[src/rtl/hsem_irq_rsp.sv]
// HSEM interrupt responder: reads HSEM status over AHB-lite, raises a core event, then clears HSEM.
// Define HSEM_IRQ_ERR_READ_EN to also read and clear the HSEM error register.
module hsem_irq_rsp #(
    parameter logic [31:0] INT_REG_ADDR = 32'h0000_0010,
    parameter logic [31:0] INT_CLR_ADDR = 32'h0000_0014,
    parameter logic [31:0] ERR_REG_ADDR = 32'h0000_0018,
    parameter logic [31:0] ERR_CLR_ADDR = 32'h0000_001C,
    parameter logic [31:0] INTR_MATCH   = 32'h0000_0001,
    parameter int          EVT_TIMEOUT  = 256
) (
    input  logic        hclk,
    input  logic        hreset,
    input  logic        intr_in,
    output logic [31:0] haddr,
    output logic [1:0]  htrans,
    output logic        hwrite,
    output logic [2:0]  hsize,
    output logic [31:0] hwdata,
    input  logic [31:0] hrdata,
    input  logic        hready,
    input  logic        hresp,
    output logic        evt_valid,
    input  logic        evt_ready,
    output logic [31:0] evt_intr,
    output logic [31:0] evt_err,
    output logic [1:0]  evt_cause,
    output logic        evt_dropped,
    output logic        bus_err
);

    localparam logic [1:0]  HT_IDLE   = 2'b00;
    localparam logic [1:0]  HT_NONSEQ = 2'b10;
    localparam logic [15:0] CNT_LAST  = 16'(EVT_TIMEOUT - 1);

    typedef enum logic [3:0] {
        S_IDLE,
        S_RD_INT_A,
        S_RD_INT_D,
        S_EVT,
        S_WR_CLR_A,
        S_WR_CLR_D
`ifdef HSEM_IRQ_ERR_READ_EN
        ,
        S_RD_ERR_A,
        S_RD_ERR_D,
        S_WR_ERR_A,
        S_WR_ERR_D
`endif
    } state_e;

    state_e      state_q, state_d;
    logic        pending_q, pending_d;
    logic        intr_q, intr_d;
    logic [15:0] cnt_q, cnt_d;
    logic [31:0] evt_intr_q, evt_intr_d;
    logic        match_q, match_d;
    logic        intr_edge;

`ifdef HSEM_IRQ_ERR_READ_EN
    logic [31:0] evt_err_q, evt_err_d;
    logic        err_nz_q, err_nz_d;
`else
    logic        unused_cfg;
    assign unused_cfg = ^{ERR_REG_ADDR, ERR_CLR_ADDR};
`endif

    assign hsize     = 3'b010;
    assign intr_d    = intr_in;
    assign intr_edge = intr_in & ~intr_q;
    assign evt_intr  = evt_intr_q;

`ifdef HSEM_IRQ_ERR_READ_EN
    assign evt_err   = evt_err_q;
    assign evt_cause = {match_q, err_nz_q};
`else
    assign evt_err   = '0;
    assign evt_cause = {match_q, 1'b0};
`endif

    always_comb begin
        state_d     = state_q;
        pending_d   = pending_q;
        cnt_d       = '0;
        evt_intr_d  = evt_intr_q;
        match_d     = match_q;
`ifdef HSEM_IRQ_ERR_READ_EN
        evt_err_d   = evt_err_q;
        err_nz_d    = err_nz_q;
`endif
        htrans      = HT_IDLE;
        haddr       = '0;
        hwrite      = 1'b0;
        hwdata      = '0;
        evt_valid   = 1'b0;
        evt_dropped = 1'b0;
        bus_err     = 1'b0;

        if (intr_edge) begin
            pending_d = 1'b1;
        end

        unique case (state_q)
            S_IDLE: begin
                if (intr_edge || pending_q) begin
                    state_d   = S_RD_INT_A;
                    pending_d = 1'b0;
                end
            end
            S_RD_INT_A: begin
                htrans = HT_NONSEQ;
                haddr  = INT_REG_ADDR;
                if (hready) state_d = S_RD_INT_D;
            end
            S_RD_INT_D: begin
                if (hready && hresp) begin
                    bus_err   = 1'b1;
                    pending_d = 1'b1;
                    state_d   = S_IDLE;
                end else if (hready) begin
                    evt_intr_d = hrdata;
                    match_d    = (hrdata == INTR_MATCH);
`ifdef HSEM_IRQ_ERR_READ_EN
                    state_d    = S_RD_ERR_A;
`else
                    state_d    = S_EVT;
`endif
                end
            end
`ifdef HSEM_IRQ_ERR_READ_EN
            S_RD_ERR_A: begin
                htrans = HT_NONSEQ;
                haddr  = ERR_REG_ADDR;
                if (hready) state_d = S_RD_ERR_D;
            end
            S_RD_ERR_D: begin
                if (hready && hresp) begin
                    bus_err   = 1'b1;
                    pending_d = 1'b1;
                    state_d   = S_IDLE;
                end else if (hready) begin
                    evt_err_d = hrdata;
                    err_nz_d  = (hrdata != '0);
                    state_d   = S_EVT;
                end
            end
`endif
            S_EVT: begin
                // Counter starts at 0 on entry; last allowed cycle is CNT_LAST.
                evt_valid = 1'b1;
                cnt_d     = cnt_q + 16'd1;
                if (evt_ready) begin
                    state_d = S_WR_CLR_A;
                end else if (cnt_q == CNT_LAST) begin
                    evt_dropped = 1'b1;
                    state_d     = S_WR_CLR_A;
                end
            end
            S_WR_CLR_A: begin
                htrans = HT_NONSEQ;
                haddr  = INT_CLR_ADDR;
                hwrite = 1'b1;
                if (hready) state_d = S_WR_CLR_D;
            end
            S_WR_CLR_D: begin
                hwdata = 32'h0000_0001;
                if (hready && hresp) begin
                    bus_err   = 1'b1;
                    pending_d = 1'b1;
                    state_d   = S_IDLE;
                end else if (hready) begin
`ifdef HSEM_IRQ_ERR_READ_EN
                    state_d = S_WR_ERR_A;
`else
                    state_d = S_IDLE;
`endif
                end
            end
`ifdef HSEM_IRQ_ERR_READ_EN
            S_WR_ERR_A: begin
                htrans = HT_NONSEQ;
                haddr  = ERR_CLR_ADDR;
                hwrite = 1'b1;
                if (hready) state_d = S_WR_ERR_D;
            end
            S_WR_ERR_D: begin
                hwdata = 32'h0000_0001;
                if (hready && hresp) begin
                    bus_err   = 1'b1;
                    pending_d = 1'b1;
                    state_d   = S_IDLE;
                end else if (hready) begin
                    state_d = S_IDLE;
                end
            end
`endif
            default: begin
                state_d = S_IDLE;
            end
        endcase
    end

    always_ff @(posedge hclk) begin
        if (hreset) begin
            state_q    <= S_IDLE;
            pending_q  <= 1'b0;
            intr_q     <= 1'b0;
            cnt_q      <= '0;
            evt_intr_q <= '0;
            match_q    <= 1'b0;
`ifdef HSEM_IRQ_ERR_READ_EN
            evt_err_q  <= '0;
            err_nz_q   <= 1'b0;
`endif
        end else begin
            state_q    <= state_d;
            pending_q  <= pending_d;
            intr_q     <= intr_d;
            cnt_q      <= cnt_d;
            evt_intr_q <= evt_intr_d;
            match_q    <= match_d;
`ifdef HSEM_IRQ_ERR_READ_EN
            evt_err_q  <= evt_err_d;
            err_nz_q   <= err_nz_d;
`endif
        end
    end

endmodule

[config.mk]
export PLATFORM = sky130hd
export DESIGN_NAME = hsem_irq_rsp
export DESIGN_NICKNAME = d
export VERILOG_FILES = /design/src/rtl/hsem_irq_rsp.sv
export SDC_FILE = /design/constraint.sdc
export NUM_CORES = 1
export LEC_CHECK = 0
export CORE_ASPECT_RATIO = 0.8
export CORE_MARGIN = 4
export CORE_UTILIZATION = 38
export DETAILED_ROUTE_END_ITERATION = 8
export PLACE_DENSITY = 0.81
export SYNTH_ARGS = -nofsm -noshare
export SYNTH_HDL_FRONTEND = slang
export SYNTH_SLANG_ARGS = --single-unit
export TNS_END_PERCENT = 20
[constraint.sdc]
create_clock -name hclk -period 2.15 [get_ports hclk]
set_input_delay 0.215 -clock hclk [delete_from_list [all_inputs] [get_ports hclk]]
set_output_delay 0.215 -clock hclk [all_outputs]
set_load 0.01 [all_outputs]
==> impl_metrics.toml, run 1 <==
[run_status]
outcome = "completed"

[route]
drt_wl_total_mm = 7.12
vias = 2520
drt_iter0_markers = 85
vias_per_cell = 4.38
antenna_left = 0
drcViolationCount = 0
wl_per_cell_microns = 12.4
drt_pass1_iterations = 4

[yosys]
synth_cell_types = 41
synth_top_cell_by_area = "dfxtp_1"
muxShareOfSynthArea_pct = 0.368
synth_edf_count = 0
synth_top_area_share_pct = 35.3
synth_adder_area_share_pct = 0.409
yosysWarnings = 0
synthesis.instances = 392
yosys.area_share.simple_pct = 23.1
syn-mean-instance-area_sq_um = 7.80
synth-xor-area-share_pct = 2.58
syn_area_sq_um = 3060
synth-seq-cells = 54
synthTopCellsByArea = "dfxtp_1, buf_4, nand2_1"
synth.yosys.seq_area_share_pct = 35.3
async_flop_share_pct = 0
synth_top_family_by_area = "buffers and inverters"
yosysMostFrequentCell = "buf_4"
synth_compound_area_share_pct = 10.6
synthFlopType = "dfxtp_1"
netlist_top_cells_count = "buf_4, nand2_1, dfxtp_1"

[critical_path]
regToRegStartpoint = "cnt_q[3]$_SDFF_PP0_"
start_kind = "register"
reg2reg_setup_slack_ns = 0.41
worstSetupEndpointType = "primary output"
crit_chain = "or4_1 -> nor4_2 -> nor3b_2 -> clkbuf_2"
cp.required_ns = 1.93
worst_ep_arrival_time_ns = 1.77
crit_type = "register to primary output"
cp_top_family = "simple AND/OR/NAND/NOR gates"
worstReg2RegEnd = "cnt_q[15]$_SDFF_PP0_"
slowest_stage = "or4_1"
path_max_fanout = 4
worst-path-buf-inv = 1
max_stage_delay_ns = 0.51
crit_start = "cnt_q[13]$_SDFF_PP0_"
r2r_cells = 4

[global_route]
grt_pass1_vias = 2198
grt_max_degree = 38
overflow = 0
antenna_found_initial = 0
grt_pass1_wl_mm = 10.5
grt_usage_pct = 13.5

[power]
p_seq_share_pct = 43.4
p_total_mw = 2.56
powerDensity_nw_per_um2 = 680
pwr-share-clk_pct = 26.9
p_leak_nw = 1.45
combinationalPowerShare_pct = 29.8
internal_power_mw = 1.77
switching_share_pct = 31.1
power.switching_mw = 0.797
vdd_drop_max_uv = 271

[sta]
period_share_pct = 92.2
rsz0062_at_grt = "false"
clock.fmax_mhz = 505
finalHoldViolCount = 0
finalSetupTns_ns = 0
holdWs_ns = 0.459
fin_skew_ns = 0.00593
fin_crit_ns = 1.98
slew_violations = 0
setup_viol = 0

[clock_tree]
clk_pin_slew_ns = 0.10
cts_hold_buffers = 0
h-tree-depth = 2
cts_buffer_depth = 2
cts_sinks = 54
tritoncts = "built"
numCtsBuffers = 5
clock_latency_ns = 0.30
ctsRootBufferMaster = "clkbuf_8"

[hold_path]
min_path_cells = 2
hold_end = "evt_intr[2]$_SDFFE_PP0P_"
hold_path.class = "register to register"
hp-start = "evt_intr[2]$_SDFFE_PP0P_"

[placement]
dpl-instance-area_sq_um = 3640
io_buffers = 78
gp_congestion = 0.798
dp_hpwl_mm = 5.54

[floorplanning]
rows = 28
die_h_microns = 88.3
num_io_pins = 177
die_width_microns = 108
initial_core_util_pct = 40.2
fp.dieArea_sq_um = 9560
coreArea_sq_um = 7600

[final_layout]
final_nets = 508
drive_gt1_share_pct = 7.66
postLayoutCellArea_sq_um = 3770
num_antenna_cells = 0
fillers = 759
area_growth_pct = 23.2

[run]
max_cap_viol_count = 0
[metrics by stage]
step / std cells / util (%) / worst slack (ns)
4_1_cts: 575 / 49.6 / 0.0227
3_5_place_dp: 567 / 47.9 / 0.0137
3_3_place_gp: 567 / 47.9 / 0.0422
6_report: 575 / 49.6 / 0.168
5_1_grt: 575 / 49.6 / 0.0351
2_1_floorplan: 488 / - / 0.526
[power groups by stage]
stage          registers, mW  clock network [mW]  logic [mW]
6_report                1.11               0.689       0.763
3_3_place_gp            1.13                   0       0.742
3_5_place_dp            1.13                   0       0.757
2_1_floorplan           1.14                   0       0.576
4_1_cts                 1.11               0.714       0.760
5_1_grt                 1.12               0.757       0.839
[sequential cells by signal, summed over array words and instances (netlist names)]
name and count:
cnt_q 16, match_q 1, intr_q 1, evt_intr 32
pending_q 1, state_q 3
[routing by layer]
layer  up-vias  wire length [microns]  GRT usage [%]
met4         0                    104           4.24
li1       1252                      -              -
met1      1175                   2970           17.3
met5         -                      0              0
met3         8                    493           3.06
met2        85                   3550           23.0
[placed cells by master, fill, tap and decap left out, types with 2 or more instances in the layout]
master            n
nor3_1            6
and3_1            2
or3_2             2
dfxtp_1          53
nor4_1            6
nand4_1           3
nand3_1           6
conb_1           98
buf_4            12
buf_12            2
nand2b_1          2
or4_1             4
nand3b_1          2
xor2_1            3
clkdlybuf4s50_1  77
nand2_1          74
a21o_1            2
o21ai_0           6
a211oi_1          2
or2_2             2
clkbuf_8          5
xnor2_1           6
nor2_1           17
or3_1             3
nor2b_1           3
a21oi_1          40
inv_1             4
and2_1            3
o31ai_1           2
a31o_2            2
[how the worst max path moves through the flow]
stage / end / slack [ns] / cells past startpoint
after floorplan: evt_dropped / 0.53 / 3
after global placement: evt_dropped / 0.04 / 4
after detailed placement: evt_dropped / 0.01 / 4
after CTS: evt_dropped / 0.02 / 4
after global routing: bus_err / 0.04 / 5
final: evt_dropped / 0.17 / 4
[area by class of cell]
| type | count | area, sq um | share of cell area [%] |
|---|---|---|---|
| Clock inverter | 3 | 47.5 | 1.26 |
| Inverter | 4 | 15.0 | 0.398 |
| Clock buffer | 5 | 68.8 | 1.83 |
| Tap cell | 105 | 131 | 3.49 |
| Sequential cell | 54 | 1080 | 28.8 |
| Timing Repair Buffer | 92 | 906 | 24.0 |
| Multi-Input combinational cell | 312 | 1520 | 40.2 |
[worst reg2reg max path, cell delays in order, from the launching register on]
cell,delay [ns]
dfxtp_1,0.45
nand3_4,0.15
or4_4,0.58
or3_1,0.36
a21oi_1,0.14
[repair_timing]
item | in CTS | in global routing
gates resized for setup | 4 | 4
endpoints found under the setup margin | 2 | 2
buffers inserted | 0 | 0
[cell families (layout without fill, tap and decap cells)]
| group | count (synthesis) | in the layout |
|---|---|---|
| other | 2 | 98 |
| xor gates and xnor gates | 9 | 9 |
| buffers and inverters | 122 | 104 |
| and+or+nand+nor | 145 | 145 |
| AOI/OAI and AO/OA | 58 | 58 |
| adders and majority gates | 1 | 1 |
| DFF | 54 | 54 |
| muxes | 1 | 1 |
No activity file was read; power rests on OpenSTA's default activity.
==> run 2: changes to the inputs <==
--- a/config.mk
+++ b/config.mk
@@ -8,6 +8,7 @@
 export CORE_ASPECT_RATIO = 0.8
 export CORE_MARGIN = 4
 export CORE_UTILIZATION = 38
+export CTS_CLUSTER_DIAMETER = 50
 export DETAILED_ROUTE_END_ITERATION = 8
 export PLACE_DENSITY = 0.81
 export SYNTH_ARGS = -nofsm -noshare
==> results of run 2 <==
No change in the layout: final DEF, timing and power equal those of run 1.
